==> src/rtl/pico_ctrl.sv <==
// picoMips instruction sequencer: fetches 16-bit words from a 1-cycle-latency ROM,
// decodes them into ALU control strobes and sequences the PC (jump, branch-on-zero, wait-for-button).
module pico_ctrl #(
    parameter int PCW = 6
) (
    input  logic           Clock,
    input  logic           Reset,
    input  logic [15:0]    Instr,
    input  logic           AccZero,
    input  logic           Btn,
    output logic [PCW-1:0] PC,
    output logic [7:0]     Imm,
    output logic [2:0]     Func,
    output logic           WE,
    output logic           SelSW,
    output logic           SelImm,
    output logic           UseMul,
    output logic           UseACC
);

    typedef enum logic [1:0] {
        S_FETCH = 2'd0,
        S_EXEC  = 2'd1,
        S_WAIT  = 2'd2
    } state_t;

    localparam logic [2:0] OP_NOP   = 3'b000;
    localparam logic [2:0] OP_LDSW  = 3'b001;
    localparam logic [2:0] OP_ADDI  = 3'b010;
    localparam logic [2:0] OP_ADDR  = 3'b011;
    localparam logic [2:0] OP_MULI  = 3'b100;
    localparam logic [2:0] OP_WAITB = 3'b101;
    localparam logic [2:0] OP_JMP   = 3'b110;
    localparam logic [2:0] OP_BEQZ  = 3'b111;

    localparam logic [PCW-1:0] PC_ONE = PCW'(1);

    state_t         state_q, state_d;
    logic [PCW-1:0] pc_q, pc_d;
    logic           btn_meta_q, btn_sync_q, btn_prev_q;

    logic [2:0]     op;
    logic [PCW-1:0] pc_inc;
    logic [PCW-1:0] target;
    logic           btn_rise;
    logic           unused_instr_bits;

    assign op       = Instr[15:13];
    assign pc_inc   = pc_q + PC_ONE;
    assign target   = Instr[PCW-1:0];
    assign btn_rise = btn_sync_q & ~btn_prev_q;
    assign unused_instr_bits = ^Instr[12:8];

    // The previous-value flop tracks the button in every state, so an edge seen
    // outside WAIT is simply consumed and a button already held high never fires.
    // NOTE: state registers use non-blocking assignments so every flop samples
    // the pre-edge values of the others, independent of statement order.
    always_ff @(posedge Clock) begin
        if (Reset) begin
            state_q    <= S_FETCH;
            pc_q       <= '0;
            btn_meta_q <= 1'b0;
            btn_sync_q <= 1'b0;
            btn_prev_q <= 1'b0;
        end else begin
            state_q    <= state_d;
            pc_q       <= pc_d;
            btn_meta_q <= Btn;
            btn_sync_q <= btn_meta_q;
            btn_prev_q <= btn_sync_q;
        end
    end

    // NOTE: every combinational output gets a default before the case so no
    // path leaves it unassigned and no latch is inferred.
    always_comb begin
        state_d = state_q;
        pc_d    = pc_q;
        unique case (state_q)
            S_FETCH: state_d = S_EXEC;
            S_EXEC: begin
                state_d = S_FETCH;
                pc_d    = pc_inc;
                case (op)
                    OP_WAITB: begin
                        state_d = S_WAIT;
                        pc_d    = pc_q;
                    end
                    OP_JMP:  pc_d = target;
                    OP_BEQZ: pc_d = AccZero ? target : pc_inc;
                    default: pc_d = pc_inc;
                endcase
            end
            S_WAIT: begin
                if (btn_rise) begin
                    state_d = S_FETCH;
                    pc_d    = pc_inc;
                end
            end
            default: state_d = S_FETCH;
        endcase
    end

    // Decode is not gated by Reset: a WE pulse in the reset cycle still reaches the ALU.
    always_comb begin
        Func   = '0;
        Imm    = '0;
        WE     = 1'b0;
        SelSW  = 1'b0;
        SelImm = 1'b0;
        UseMul = 1'b0;
        UseACC = 1'b0;
        if (state_q == S_EXEC) begin
            Func = op;
            Imm  = Instr[7:0];
            case (op)
                OP_LDSW: begin
                    WE    = 1'b1;
                    SelSW = 1'b1;
                end
                OP_ADDI: begin
                    WE     = 1'b1;
                    SelImm = 1'b1;
                    UseACC = 1'b1;
                end
                OP_ADDR: begin
                    WE     = 1'b1;
                    UseACC = 1'b1;
                end
                OP_MULI: begin
                    WE     = 1'b1;
                    SelImm = 1'b1;
                    UseMul = 1'b1;
                    UseACC = 1'b1;
                end
                default: ;
            endcase
        end
    end

    assign PC = pc_q;

endmodule

==> config.mk <==
export PLATFORM = sky130hd
export DESIGN_NAME = pico_ctrl
export DESIGN_NICKNAME = d
export VERILOG_FILES = /design/src/rtl/pico_ctrl.sv
export SDC_FILE = /design/constraint.sdc
export NUM_CORES = 1
export LEC_CHECK = 0
export ABC_CLOCK_PERIOD_IN_PS = 1700
export CAP_MARGIN = 40
export CORE_MARGIN = 3
export CORE_UTILIZATION = 37
export CTS_BUF_LIST = sky130_fd_sc_hd__clkbuf_16
export DETAILED_ROUTE_END_ITERATION = 10
export PLACE_DENSITY = 0.79
export SLEW_MARGIN = 0
export SYNTH_ARGS = -nofsm -noshare
export SYNTH_HDL_FRONTEND = slang
export SYNTH_SLANG_ARGS = --single-unit
==> constraint.sdc <==
create_clock -name Clock -period 1.7 [get_ports Clock]
set_input_delay 0.34 -clock Clock [delete_from_list [all_inputs] [get_ports Clock]]
set_output_delay 0.34 -clock Clock [all_outputs]
set_load 0.01 [all_outputs]
==> impl_metrics.yaml <==
sta:
  worst_pin_slew_ns: 0.358
  min_period_over_period: 0.959
  tns_ns: 0
  setup_viol: 0
  final_hold_viol_count: 0
  fmax_mhz: 613
  finalCriticalPeriod_ns: 1.63
  finClkSkew_ns: 0.00321
  relSlewSlack: 0.761
  grt_setup_unrepaired: "no"
  final_max_slew_viol_count: 0
  postLayoutSetupSlackWorst_ns: 0.0695
global_routing:
  top_usage_layer: "met2"
  grt_max_degree: 9
  grt_pass1_wl_mm: 3.45
  antenna_found_initial: 0
  grt.total_usage: 0.177
  grt_pass1_vias: 827
  met2_usage: 0.317
  gr-total-overflow: 0
  grt_use_met1: 0.193
  grtUsageMet3: 0.0386
outcome:
  status: "complete, no violations"
drt:
  num_vias: 874
  ant_nets: 0
  drt_iter0_markers: 16
  wire_per_inst_um: 12.6
  vias_per_cell: 5.08
  first_pass_iters: 4
  wirelength_mm: 2.17
  drc_errors: 0
die:
  rows: 15
  coreArea_um2: 1780
  ios: 42
  fp.dieW_um: 50.2
  die_area_um2: 2520
  initial_core_util: 0.405
  die_h_um: 50.2
placed_design:
  portBuffers: 36
  place_inst: 165
  place_congestion: 0.804
  post-dp-hpwl_mm: 1.57
  place_ws_ns: -0.516
min_path:
  hold_start: "state_q[0]$_SDFFE_PP0P_"
  holdCritPathClass: "reg2reg"
  holdPathEnd: "state_q[0]$_SDFFE_PP0P_"
  hold_depth: 1
yosys:
  synth.area.top_cells: "dfxtp_1 (31%), and2_1 (9.5%), nor2b_1 (6.1%)"
  synth_area_leader_cell: "dfxtp_1"
  syn_nets: 113
  synth_area_um2: 722
  synth_seq_cells: 11
  synth_cell_types: 31
  ys_warn_count: 0
  synthCells: 92
  yosys.area.top_type_share: 0.305
  avgSynthCellArea_um2: 7.85
  yosysSeqAreaShare: 0.305
critical_path:
  startpoint_type: "input port"
  worst_setup_path_end_kind: "primary output"
  crit_slowest_cell: "dlygate4sd2_1"
  path_class: "in2out"
  crit_arrival_ns: 1.29
  cp_cell_sequence: "dlygate4sd2_1, nor2_2, mux2i_1, buf_4, nor3_1, buf_2"
  crit_fanout: 3
  timing.rr.start: "state_q[1]$_SDFFE_PP0P_"
  r2r_cells: 5
  cp_slowest_stage_delay_ns: 0.25
  rrSetupSlack_ns: 0.15
  r2r_end: "PC[0]$_SDFFE_PP0P_"
  worstPathRequired_ns: 1.36
clock_network:
  cts.clk_slew.worst_paths_ns: 0.04
  clockBufferDepth: 2
  cts_tree: "yes"
  cts-root-buf: "clkbuf_16"
  cts_made_buffers: 3
  insertion_delay_ns: 0.24
  cts_sinks: 11
  cts_htree_levels: 1
finish:
  antenna_cells: 0
  layout_commonest_cell: "buf_4"
  final_cell_mix: "buf_4 (20), clkdlybuf4s50_1 (17), dlygate4sd2_1 (13), and2_1 (11), dfxtp_1 (10)"
  nets: 169
  final_layout_size_suffix_gt1_frac: 0.211
  instances_no_fill: 172
  syn_to_final_growth_pct: 80.6
job:
  cap_violations: 0
power_and_ir_drop:
  peakVddDrop_uv: 867
  total_power_mw: 0.939
  leakagePower_nw: 0.589
  cellPowerDensity_nw_per_um2: 720
## cell families (layout without fill, tap and decap cells)
logic type                 after synthesis  after routing  share of synthesized area
AOI/OAI and AO/OA                       17             17                      0.166
adders and majority gates                1              1                     0.0173
muxes                                    4              4                     0.0555
and+or+nand+nor                         50             50                      0.393
buffers and inverters                    8             63                     0.0503
xor gates and xnor gates                 1              1                     0.0121
DFF                                     11             11                      0.305
## how the worst max path moves through the flow
stage	from	cells after the start	end
2_1_floorplan	Instr[15]	5	PC[0]$_SDFFE_PP0P_
3_3_place_gp	Instr[13]	5	SelImm
3_5_place_dp	Instr[13]	5	SelImm
4_1_cts	Instr[15]	7	PC[0]$_SDFFE_PP0P_
5_1_grt	Instr[13]	6	SelImm
6_report	Instr[14]	6	SelImm
## final cells by class
type                            count  area [um2]
Timing Repair Buffer               56         485
Fill cell                         146         479
Multi-Input combinational cell     73         475
Sequential cell                    11         221
Clock buffer                        3        75.1
Tap cell                           25        31.3
Inverter                            3        11.3
Clock inverter                      1        3.75
## cell usage after synthesis (all sizes together)
cell type,n
nor2b,7
nor3,3
o2bb2ai,1
nand4,1
o32ai,2
xor2,1
nand2b,6
and3,1
and4,1
mux2i,4
ha,1
o22a,1
buf,3
and3b,1
nand2,5
dfxtp,11
a211oi,1
a21oi,5
nor2,8
o22ai,1
or3,1
and2,11
o21ai,3
inv,3
a31oi,2
o32a,1
nand3,4
clkbuf,2
nor4bb,1
## state kept, by name, indices dropped and copies added, names as in the netlist
signal and cells:
PC 6, btn_meta_q 1, btn_prev_q 1, btn_sync_q 1, state_q 2
## stage by stage
stage,cell area (um2),util,hold slack [ns]
finish,1300,0.731,0.428
global route,1300,0.731,0.455
floorplan,722,-,0.414
global placement,1220,0.682,0.421
CTS,1300,0.728,0.446
detailed placement,1220,0.682,0.430
## layer usage
metal | wire length (um) | vias to the layer above
met5 | 0 | -
met4 | 33 | 0
met3 | 163 | 4
met2 | 1040 | 40
met1 | 930 | 395
li1 | - | 435
## critical path: cells and delay by family
family	cells	cell delay (ns)
simple gates	2	0.29
buf+inv	3	0.55
mux	1	0.11
## where the power goes
group	switching [mW]	internal, mW	total, mW	leakage [nW]
clock network	0.116	0.309	0.424	0.0423
logic	0.0953	0.134	0.230	0.456
registers	0.0128	0.272	0.285	0.0902
## timing repair
action | in CTS | in global routing
resized for setup | 26 | 7
cloned | 0 | 0
hold buffers | 0 | 0
setup buffers | 3 | 0
pin swaps | 2 | 2
setup endpoints to repair | 22 | 16
Note: power is estimated with default switching activity, not from simulation.
